File: src/rtl/audio_pkg.sv
// ============================================================================
// Module   : audio_pkg
// Purpose  : Shared audio constants and helpers for the capture/playback paths.
// Revision : 1.0 - initial release
// ============================================================================
`default_nettype none

package audio_pkg;

    localparam int PCM_W           = 8;
    localparam int FIFO_DEPTH_LOG2 = 4;

    // One PWM period spans every code of a width-bit sample.
    function automatic int pwm_period(input int width);
        return 1 << width;
    endfunction

endpackage

`default_nettype wire

File: src/rtl/pcm_pwm_player_fifo.sv
// ============================================================================
// Module   : sync_fifo
// Purpose  : Single-clock FIFO with level/full/empty; shared by record and play.
// Revision : 1.0 - initial release
// ============================================================================
`default_nettype none

module sync_fifo #(
    parameter int WIDTH      = 8,
    parameter int DEPTH_LOG2 = 4
) (
    input  logic                  clk,
    input  logic                  reset,
    input  logic                  i_push,
    input  logic                  i_pop,
    input  logic [WIDTH-1:0]      i_wr_data,
    output logic [WIDTH-1:0]      o_rd_data,
    output logic [DEPTH_LOG2:0]   o_level,
    output logic                  o_full,
    output logic                  o_empty
);

    localparam int c_depth = 1 << DEPTH_LOG2;

    logic [WIDTH-1:0]      r_mem [c_depth];
    logic [DEPTH_LOG2-1:0] r_wr_ptr;
    logic [DEPTH_LOG2-1:0] r_rd_ptr;
    logic [DEPTH_LOG2:0]   r_level;

    logic w_do_push;
    logic w_do_pop;

    assign o_full  = (r_level == (DEPTH_LOG2+1)'(c_depth));
    assign o_empty = (r_level == '0);

    // A pop from an empty FIFO is refused, so a simultaneous push is never bypassed.
    assign w_do_pop  = i_pop & ~o_empty;
    assign w_do_push = i_push & (~o_full | w_do_pop);

    assign o_rd_data = r_mem[r_rd_ptr];
    assign o_level   = r_level;

    always_ff @(posedge clk) begin
        if (w_do_push) begin
            r_mem[r_wr_ptr] <= i_wr_data;
        end
    end

    always_ff @(posedge clk) begin
        if (reset) begin
            r_wr_ptr <= '0;
            r_rd_ptr <= '0;
            r_level  <= '0;
        end else begin
            if (w_do_push) begin
                r_wr_ptr <= r_wr_ptr + 1'b1;
            end
            if (w_do_pop) begin
                r_rd_ptr <= r_rd_ptr + 1'b1;
            end
            case ({w_do_push, w_do_pop})
                2'b10:   r_level <= r_level + 1'b1;
                2'b01:   r_level <= r_level - 1'b1;
                default: r_level <= r_level;
            endcase
        end
    end

endmodule

`default_nettype wire

File: src/rtl/pcm_pwm_player.sv
// ============================================================================
// Module   : pcm_pwm_player
// Purpose  : Buffers PCM samples and replays them as a 1-bit PWM audio stream.
// Revision : 1.0 - initial release
// ============================================================================
`default_nettype none

module pcm_pwm_player
    import audio_pkg::*;
#(
    parameter int DATA_W     = PCM_W,
    parameter int DEPTH_LOG2 = FIFO_DEPTH_LOG2
) (
    input  logic                  clk,
    input  logic                  reset,
    input  logic                  enable,
    input  logic [DATA_W-1:0]     pcm_data,
    input  logic                  pcm_valid,
    input  logic                  clr_flags,
    output logic                  pwm_out,
    output logic [DEPTH_LOG2:0]   fifo_level,
    output logic                  fifo_full,
    output logic                  fifo_empty,
    output logic                  overflow,
    output logic                  underflow
);

    localparam int                c_period  = pwm_period(DATA_W);
    localparam logic [DATA_W-1:0] c_cnt_max = DATA_W'(c_period - 1);

    logic [DATA_W-1:0] r_cnt;
    logic [DATA_W-1:0] r_duty;
    logic              r_pwm;
    logic              r_overflow;
    logic              r_underflow;

    logic              w_push_req;
    logic              w_pop_cycle;
    logic [DATA_W-1:0] w_rd_data;
    logic              w_full;
    logic              w_empty;
    logic              w_ovf_set;
    logic              w_unf_set;

    assign w_push_req  = enable & pcm_valid;
    assign w_pop_cycle = enable & (r_cnt == c_cnt_max);

    // A full FIFO still accepts a sample in the pop cycle, so that is not a drop.
    assign w_ovf_set = w_push_req & w_full & ~w_pop_cycle;
    assign w_unf_set = w_pop_cycle & w_empty;

    sync_fifo #(
        .WIDTH      (DATA_W),
        .DEPTH_LOG2 (DEPTH_LOG2)
    ) u_fifo (
        .clk       (clk),
        .reset     (reset),
        .i_push    (w_push_req),
        .i_pop     (w_pop_cycle),
        .i_wr_data (pcm_data),
        .o_rd_data (w_rd_data),
        .o_level   (fifo_level),
        .o_full    (w_full),
        .o_empty   (w_empty)
    );

    always_ff @(posedge clk) begin
        if (reset) begin
            r_cnt       <= '0;
            r_duty      <= '0;
            r_pwm       <= 1'b0;
            r_overflow  <= 1'b0;
            r_underflow <= 1'b0;
        end else begin
            r_cnt <= enable ? r_cnt + 1'b1 : '0;
            if (w_pop_cycle && !w_empty) begin
                r_duty <= w_rd_data;
            end
            r_pwm <= enable && (r_cnt < r_duty);

            // Set has priority over a same-cycle clear.
            if (w_ovf_set) begin
                r_overflow <= 1'b1;
            end else if (clr_flags) begin
                r_overflow <= 1'b0;
            end
            if (w_unf_set) begin
                r_underflow <= 1'b1;
            end else if (clr_flags) begin
                r_underflow <= 1'b0;
            end
        end
    end

    assign pwm_out    = r_pwm;
    assign fifo_full  = w_full;
    assign fifo_empty = w_empty;
    assign overflow   = r_overflow;
    assign underflow  = r_underflow;

endmodule

`default_nettype wire

File: config.mk
export PLATFORM = sky130hd
export DESIGN_NAME = pcm_pwm_player
export DESIGN_NICKNAME = d
export VERILOG_FILES = /design/src/rtl/audio_pkg.sv /design/src/rtl/pcm_pwm_player_fifo.sv /design/src/rtl/pcm_pwm_player.sv
export SDC_FILE = /design/constraint.sdc
export NUM_CORES = 1
export LEC_CHECK = 0
export BUFFER_PORTS_ARGS = -buffer_cell sky130_fd_sc_hd__buf_4
export CORE_UTILIZATION = 54
export DETAILED_ROUTE_END_ITERATION = 12
export PLACE_DENSITY = 0.74
export REMOVE_ABC_BUFFERS = 1
export SYNTH_ARGS = -nofsm -noshare
export SYNTH_HDL_FRONTEND = slang
export SYNTH_SLANG_ARGS = --single-unit
File: constraint.sdc
create_clock -name clk -period 3.3 [get_ports clk]
set_clock_uncertainty 0.15 [all_clocks]
set_input_delay 0.495 -clock clk [delete_from_list [all_inputs] [get_ports clk]]
set_output_delay 0.495 -clock clk [all_outputs]
set_load 0.01 [all_outputs]
* Yosys cells after proc, flatten, opt, wreduce, memory -nomap -nowiden *
Memories as Yosys holds them, arrays and structs flattened. A register that Yosys moved wholly into a read port is not among the register bits.
Cells that the tools add are included.

word-level totals
  bits in registers = 24
  memory bits (writable) = 128
  input port bits = 13
  output and inout port bits = 10
  logic and storage cells = 44
  memories = 1

cells by class
  add/sub/neg operators = 5
  order comparisons = 1
  eq/ne operators = 4
  multiplexer cells = 6
  bitwise gates (word level) = 12
  reductions and logical operators = 8

memories
  name          depth  width  read ports  clocked after memory_dff  write ports  line                       RTL
  u_fifo.r_mem  16     8      1           1                         1            pcm_pwm_player_fifo.sv:25  logic [WIDTH-1:0] r_mem [c_depth];

operator list
  kind                   count
  $pmux W5 S2            1
  $add A4 B1 Y4 const B  2
  $add A8 B1 Y8 const B  1
  $eq A8 B8 Y1 const B   1
  $lt A8 B8 Y1           1
  $and A1 B1 Y1          7
  $reduce_bool A2 Y1     3
  $add A5 B1 Y5 const B  1
  $eq A5 B5 Y1 const B   1
  $logic_not A5 Y1       1
  $mux W1                5
  $sub A5 B1 Y5 const B  1
  $not A1 Y1             4
  $eq A2 B1 Y1 const B   1
  $eq A2 B2 Y1 const B   1
  $logic_and A1 B1 Y1    2
  $reduce_or A2 Y1       1
  $logic_not A1 Y1       1
  $or A1 B1 Y1           1

* Depth between registers and ports, before layout *
Gate-level depths: netlist of the first run.

  word-level depth = 7
  mapped depth = 14
  gate-level depth less buffers = 12

* By module *
A second synthesis of the first run with hierarchy kept.

second synthesis, totals
  cells, all modules = 440
  area total of the unflattened synthesis = 6856.6 um2

by module, submodules not included
  module          times used  cells each  area each (um2)
  sync_fifo       1           333         5868.1
  pcm_pwm_player  1           107         988.4

* Worst setup path before layout of the first run *
OpenSTA, ideal clock, no wires.

  path kind = register to register
  start = register u_fifo.r_level[1] (netlist: u_fifo.o_level[1])
  end = register u_fifo.r_level[2] (netlist: u_fifo.o_level[2])
  setup time = 0.071 ns
  data arrival time = 2.999 ns
  slack = 0.080 ns
  cell stages (with the launch flop) = 15
  period minus slack after synthesis = 3.220 ns
  path through = dfxtp_1 -> buf_6 -> or4_4 -> a311o_1 -> buf_6 -> and2_4 -> inv_1 -> ha_1 -> clkbuf_1 -> xor2_1 -> ha_1 -> a21oi_1 -> xnor2_1 -> or3_1 -> a21oi_1

between the ends
  cells in the longest elaborated chain, start to end = 7
  elaborated cells between the ends (all ways) = 13

ends and longest elaborated chain
  what                                               line                       RTL
  start, declared                                    pcm_pwm_player_fifo.sv:28  logic [DEPTH_LOG2:0] r_level;
  start signal, assigned                             pcm_pwm_player_fifo.sv:62  2'b10: r_level <= r_level + 1'b1;
  start signal, assigned                             pcm_pwm_player_fifo.sv:63  2'b01: r_level <= r_level - 1'b1;
  start signal, assigned                             pcm_pwm_player_fifo.sv:64  default: r_level <= r_level;
  $logic_not A5 Y1                                   pcm_pwm_player_fifo.sv:34  assign o_empty = (r_level == '0);
  $not A1 Y1                                         pcm_pwm_player_fifo.sv:37  assign w_do_pop = i_pop & ~o_empty;
  $and A1 B1 Y1                                      pcm_pwm_player_fifo.sv:37
  $or A1 B1 Y1                                       pcm_pwm_player_fifo.sv:38  assign w_do_push = i_push & (~o_full | w_do_pop);
  $and A1 B1 Y1                                      pcm_pwm_player_fifo.sv:38
  $eq A2 B1 Y1 or $eq A2 B2 Y1 (tied branches)       pcm_pwm_player_fifo.sv:61  case ({w_do_push, w_do_pop})
  $pmux W5 S2 or $reduce_bool A2 Y1 (tied branches)  --

Parallel ways exist; a longest one is shown, timed or not.
A chain may end at the register's enable or synchronous reset.

* Worst setup path in the final report of the first run *
  start = register u_fifo.r_level[0] (netlist: u_fifo.o_level[0])
  end = register u_fifo.r_level[4] (netlist: u_fifo.o_level[4])

The elaborated chain is that of the path after synthesis.

==> reports/results.txt, run 1 <==
status - finished, final reports clean
Fillers - 872
Starting Density - 0.555
kind of critical path - flip-flop to flip-flop
I/O Buffers - 22
DP Worst Slack - 0.258 ns
Ant. Diodes - 0
ratio of cells with drive above 1 in the final layout - 0.242
Area growth syn-to-layout - 14.5%
max cap viols - 0
fraction of registers with async set/reset - 0
Worst VDD drop - 470 uV
number of buffers created by CTS - 17
core box area - 0.0121 sq mm
final worst path period share - 0.930
Die Ht - 113 um
FF-to-FF Start - u_fifo.o_level[0]$_SDFFE_PP0P_
Final TNS setup - 0 ns
vias per inst - 5.74
HP Start - clr_flags
Yosys reg bits - 160
Final nets - 483
clk_lat worst skew - 0.43 ns
First-pass DRT Iterations - 4
RSZ-0062 raised after global routing - false
synthesized area per cell - 16.2 sq um
Setup violations, final - 0
worst path required time - 3.51 ns
Remaining Overflow, GRT - 0
final instance area - 0.00767 sq mm
final cell count without fillers - 634
Seq/Total Area, Yosys - 0.669
Worst Tran Pin Value - 0.743 ns
WL/cell - 19.8 um
PwrDens - 527 mW/mm^2
P_leak - 2.55 nW
CTS sink cnt - 160
crit path from - u_fifo.o_level[0]$_SDFFE_PP0P_
final wirelength - 12600 um
Final Max Slew Viols - 0
WL met2 - 6430 um
critical path arrival - 3.28 ns
number of core rows - 40
FMAX - 326 MHz
Finished Core Util - 0.636
Clk pin slew, worst setup/hold paths - 0.06 ns
min-delay worst type - input port to flip-flop
Ys Warns - 0
Die Width - 113 um
Overall Power - 4.04 mW
Met1 Wirelength - 5210 um
H-tree levels - 4
Met3 Wirelength - 678 um
GPL Wtd Cong - 0.803
Tmin final - 3.07 ns
post-synth cell types - 49
io pins - 23
first-pass GRT wire length - 20300 um
crit path launch type - flip-flop
CTS Hold Buffers Added - 0
placed insts - 602
drt first-iter violations - 230
Cells after Synth - 414
placed instance area - 0.00714 sq mm
Worst slew margin - 0.503
post-route ant nets - 0
Hold Fails Final Rpt - 0
vias in the first global route - 3796
post_cts resized - 0
vias - 3637
Setup Fix Bufs, Post-CTS - 0
critical path endpoint category - flip-flop
dpl hpwl - 7850 um
Root Driver - clkbuf_16
CTS tree - yes
Multi-input gate area - 0.00203 sq mm
number of synthesized flops with an enable pin - 128
clk buf depth - 2
uppermost layer routed - met4
Global Route Usage Sum - 0.220
FF-to-FF setup slack - 0.23 ns
Crit Path Max Fanout - 10
cell area after synthesis - 0.00670 sq mm
Synth Flop Type - edfxtp_1
pin count of the biggest net entering global routing - 36
final worst setup slack - 0.231 ns
drt drc - 0
WHS - 0.196 ns
sequential cell area - 0.00449 sq mm
die area - 0.0129 sq mm
initial antenna violation count - 0
==> registers in the layout (all words and copies together), names as in the netlist <==
name             cells
u_fifo.r_wr_ptr      4
pwm_out              1
u_fifo.r_rd_ptr      4
overflow             1
underflow            1
u_fifo.o_level       5
r_cnt                8
u_fifo.r_mem       128
r_duty               8
==> cell usage in the layout, fill, tap and decap left out, types with 2 or more instances in the layout <==
cell / instances
edfxtp_1: 128
buf_4: 45
mux4_2: 32
nor2_1: 31
dfxtp_1: 31
mux2i_1: 18
ha_1: 17
clkbuf_16: 17
inv_1: 15
nand3_1: 13
nand2b_1: 10
a21oi_1: 10
o221ai_1: 9
xor2_1: 8
nand3b_1: 8
nand2_1: 6
or3_1: 6
nor3_1: 5
clkinv_4: 5
a211o_1: 4
clkinv_1: 4
and4_1: 3
o21ai_0: 3
and2_1: 2
xnor2_1: 2
a21o_1: 2
a31oi_1: 2
clkbuf_1: 2
==> worst max-delay path: stages, from the launching register on <==
cell and delay (ns):
dfxtp_1 0.37, or4_4 0.59, a311o_1 0.35, and2_4 0.15, inv_1 0.07, ha_1 0.34
or4b_2 0.68, a21oi_1 0.15, a31oi_1 0.06, nand3_1 0.10
==> path summary, 6_finish.rpt <==
| path | depth (start not counted) | to |
|---|---|---|
| setup / recovery | 9 | u_fifo.o_level[4]$_SDFFE_PP0P_ |
| hold / removal | 3 | overflow$_SDFFE_PP0P_ |
| setup reg to reg | 9 | u_fifo.o_level[4]$_SDFFE_PP0P_ |
| hold reg to reg | 2 | overflow$_SDFFE_PP0P_ |
==> Yosys cell counts, drive strengths merged, types with 4 or more instances <==
cell,n,area [sq um]
a211o,4,35.0
a21oi,10,50.1
buf,14,78.8
clkbuf,12,45.0
dfxtp,32,641
edfxtp,128,3840
ha,17,213
inv,15,56.3
mux2i,18,180
mux4,32,721
nand2,6,22.5
nand2b,10,62.6
nand3,14,82.6
nand3b,8,60.1
nor2,31,116
nor3,5,25.0
o21ai,4,20.0
o221ai,9,78.8
or3,6,37.5
xor2,8,70.1
==> cells by family after synthesis <==
kind of cell / synth area share
AOI/OAI and AO/OA: 0.0452
xor gates and xnor gates: 0.0131
adders and majority gates: 0.0318
buffers and inverters: 0.0269
DFF: 0.669
muxes: 0.136
and+or+nand+nor: 0.0775
==> report_power, final <==
| part | total (mW) | internal (mW) | switching, mW |
|---|---|---|---|
| Combinational | 0.111 | 0.0430 | 0.0680 |
| Sequential | 2.20 | 2.19 | 0.00891 |
| Clock | 1.73 | 0.960 | 0.769 |
==> layer usage <==
metal	vias up	GRT usage
li1	1695	-
met3	17	0.0776
met1	1827	0.267
met2	98	0.362
met4	0	0.0886
met5	-	0
==> cell type report <==
cell class,instances,area share
Sequential cell,160,0.585
Multi-Input combinational cell,213,0.265
Clock buffer,19,0.0565
Timing Repair Buffer,46,0.0467
Tap cell,168,0.0274
Clock inverter,13,0.0119
Inverter,15,0.00734
(Power assumes the default switching activity.)
==> run 2: changes to the inputs <==
Settings changed: BUFFER_PORTS_ARGS -buffer_cell sky130_fd_sc_hd__buf_4 to not set, DONT_BUFFER_PORTS set to 1, PLACE_DENSITY 0.74 to 0.72, SYNTH_HIERARCHICAL set to 1.
==> reports/results.txt, run 2 <==
status - finished, final reports clean
HP Start - pcm_data[1]
Overall Power - 4.47 mW (+11%)
CTS Hold Buffers Added - 17 (+17)
worst stage delay on the critical path - 0.45 ns (-0.23 ns)
kind of critical path - flip-flop to flip-flop
Crit Path Max Fanout - 6 (-4)
drt first-iter violations - 345 (+50%)
clk buf depth - 2 (unchanged)
clk_lat worst skew - 0.43 ns (about the same)
ratio of cells with drive above 1 in the final layout - 0.182 (-0.0607)
number of buffers created by CTS - 17 (unchanged)
pin count of the biggest net entering global routing - 33 (-8.3%)
FF-to-FF Start - r_cnt[0]$_SDFF_PP0_
GPL Wtd Cong - 0.838 (+4.4%)
dpl hpwl - 8190 um (+4.2%)
Die Ht - 115 um (+1.1%)
Final Max Slew Viols - 0 (unchanged)
synthesized area per cell - 15.6 sq um (-3.7%)
Clk pin slew, worst setup/hold paths - 0.06 ns (about the same)
Synth area leader - edfxtp_1
H-tree levels - 4 (unchanged)
Ys Warns - 6 (+6)
crit path from - r_cnt[0]$_SDFF_PP0_
fraction of registers with async set/reset - 0 (unchanged)
Worst VDD drop - 443 uV (-5.8%)
critical path arrival - 3.15 ns (-0.13 ns)
Starting Density - 0.561 (+0.00608)
top area cells in the synthesized netlist - edfxtp_1, dfxtp_1, mux4_2
Multi-input gate area - 0.00215 sq mm (+5.8%)
PwrDens - 566 mW/mm^2 (+7.5%)
post_cts resized - 0 (unchanged)
Tmin final - 3.00 ns (-0.0733 ns)
Setup violations, final - 0 (unchanged)
max FFs per register - 128 (unchanged)
Yosys reg bits - 164 (+2.5%)
most common cell after layout, fill and taps aside - edfxtp_1
Synth Flop Type - edfxtp_1
cell area after synthesis - 0.00686 sq mm (+2.4%)
number of core rows - 40 (unchanged)
Remaining Overflow, GRT - 0 (unchanged)
Cells after Synth - 440 (+6.3%)
Final nets - 501 (+3.7%)
initial antenna violation count - 0 (unchanged)
max cap viols - 0 (unchanged)
Seq/Total Area, Yosys - 0.666 (-0.00371)
Area growth syn-to-layout - 15.2%
final worst path period share - 0.908 (-0.0222)
Critical Path, Cell by Cell - ha_1 > nand4_1 > nor2_1 > nor2b_1 > o21ai_4 > fa_1 > nand2b_1 > o2bb2ai_1 > and3_1 > or4_1
Fillers - 892 (+2.3%)
core box area - 0.0122 sq mm (+1.2%)
DP Worst Slack - 0.353 ns (+0.0947 ns)
Regs by FF count - u_fifo/r_mem: 128 flops, r_cnt: 8 flops, r_duty: 8 flops
Worst Tran Pin Value - 0.983 ns (+0.240 ns)
Ant. Diodes - 0 (unchanged)
Root Driver - clkbuf_16
sequential cell area - 0.00457 sq mm (+1.8%)
die area - 0.0132 sq mm (+2.3%)
Commonest cells post-synth - edfxtp_1, dfxtp_1, mux4_2, nor2_1, nand2b_1
top cell type's share of synthesized area - 0.561 (-0.0132)
Final TNS setup - 0 ns (unchanged)
vias per inst - 5.91 (+3.0%)
io pins - 23 (unchanged)
RSZ-0062 raised after global routing - false
crit path launch type - flip-flop
CP max-delay cell - or4_1
Setup Fix Bufs, Post-CTS - 0 (unchanged)
FMAX - 334 MHz (+2.4%)
min-delay worst type - input port to flip-flop
drt drc - 0 (unchanged)
First-pass DRT Iterations - 4 (unchanged)
final worst setup slack - 0.305 ns (+0.0733 ns)
post-route ant nets - 0 (unchanged)
Top reg by flops - u_fifo/r_mem
vias in the first global route - 3811 (+0.40%)
I/O Buffers - 0 (-100%)
post-synth cell types - 50 (+2.0%)
Die Width - 115 um (+1.1%)
WL/cell - 21.3 um (+7.2%)
CTS tree - yes
Global Route Usage Sum - 0.231 (+0.0109)
P_leak - 2.61 nW (+2.5%)
first-pass GRT wire length - 21100 um (+4.3%)
worst path required time - 3.45 ns (-0.06 ns)
vias - 3853 (+5.9%)
final wirelength - 13900 um (+10%)
most frequent cells in the layout - edfxtp_1, dfxtp_1, mux4_2, nor2_1, nand2b_1
Worst slew margin - 0.342 (-0.161)
CTS sink cnt - 164 (+2.5%)
Hold Fails Final Rpt - 0 (unchanged)
number of synthesized flops with an enable pin - 128 (unchanged)
leading cell type by number of instances after synthesis - edfxtp_1
critical path endpoint category - flip-flop
run 2: through the flow:
step	area (sq um)	hold WS, ns	utilization	instances
final	7900	0.0126	0.647	652
after global routing	7900	0.000457	0.647	652
after CTS	7900	0.000615	0.647	652
after detailed placement	7100	0.323	0.581	603
after global placement	7100	0.312	0.581	603
after floorplan	6770	0.298	-	421
run 2: final cells by class:
| cell class | count | share of cell area |
|---|---|---|
| clock buffers | 18 | 0.0543 |
| clock inverters | 14 | 0.0254 |
| inverters | 17 | 0.00808 |
| multi-input cells | 240 | 0.273 |
| flip-flops and latches | 164 | 0.578 |
| well taps | 168 | 0.0266 |
| repair buffers | 31 | 0.0349 |
run 2: path summary, 6_finish.rpt:
kind / slack, ns / end / cells past startpoint
worst max-delay path: 0.30 / u_fifo/o_level[4]$_SDFFE_PP0P_ / 10
worst min register to register: 0.33 / r_duty[4]$_SDFFE_PP0P_ / 2
worst max register to register: 0.30 / u_fifo/o_level[4]$_SDFFE_PP0P_ / 10
worst min-delay path: 0.01 / u_fifo/r_mem[6][1]$_DFFE_PP_ / 0
run 2: cells by family after synthesis:
| group | after synthesis | synth area share |
|---|---|---|
| DFF | 164 | 0.666 |
| and+or+nand+nor | 118 | 0.0925 |
| xor gates and xnor gates | 9 | 0.0115 |
| muxes | 44 | 0.123 |
| AOI/OAI and AO/OA | 52 | 0.0540 |
| adders and majority gates | 17 | 0.0321 |
| buffers and inverters | 36 | 0.0214 |
run 2: report_power, final:
| group | internal (mW) | total [mW] | switching (mW) | leakage (nW) |
|---|---|---|---|---|
| clock | 1.28 | 2.08 | 0.805 | 0.304 |
| combinational | 0.0568 | 0.142 | 0.0856 | 0.863 |
| sequential | 2.24 | 2.25 | 0.0124 | 1.44 |
| total | 3.57 | 4.47 | 0.903 | 2.61 |
run 2: layer usage:
| layer | wire length (um) | GRT usage | share of wire | vias up |
|---|---|---|---|---|
| li1 | - | - | - | 1758 |
| met1 | 5920 | 0.314 | 0.43 | 1941 |
| met2 | 6730 | 0.363 | 0.49 | 136 |
| met3 | 1060 | 0.0572 | 0.076 | 18 |
| met4 | 157 | 0.0848 | 0.011 | 0 |
| met5 | 0 | 0 | 0 | - |
run 2: worst max-delay path, delay by kind of cell (launching register included):
kind	cells	cell delay [ns]
AND/OR/NAND/NOR	6	1.36
AO/OA/AOI/OAI	2	0.29
flip-flops	1	0.41
adder cells (fa/ha/maj)	2	0.67
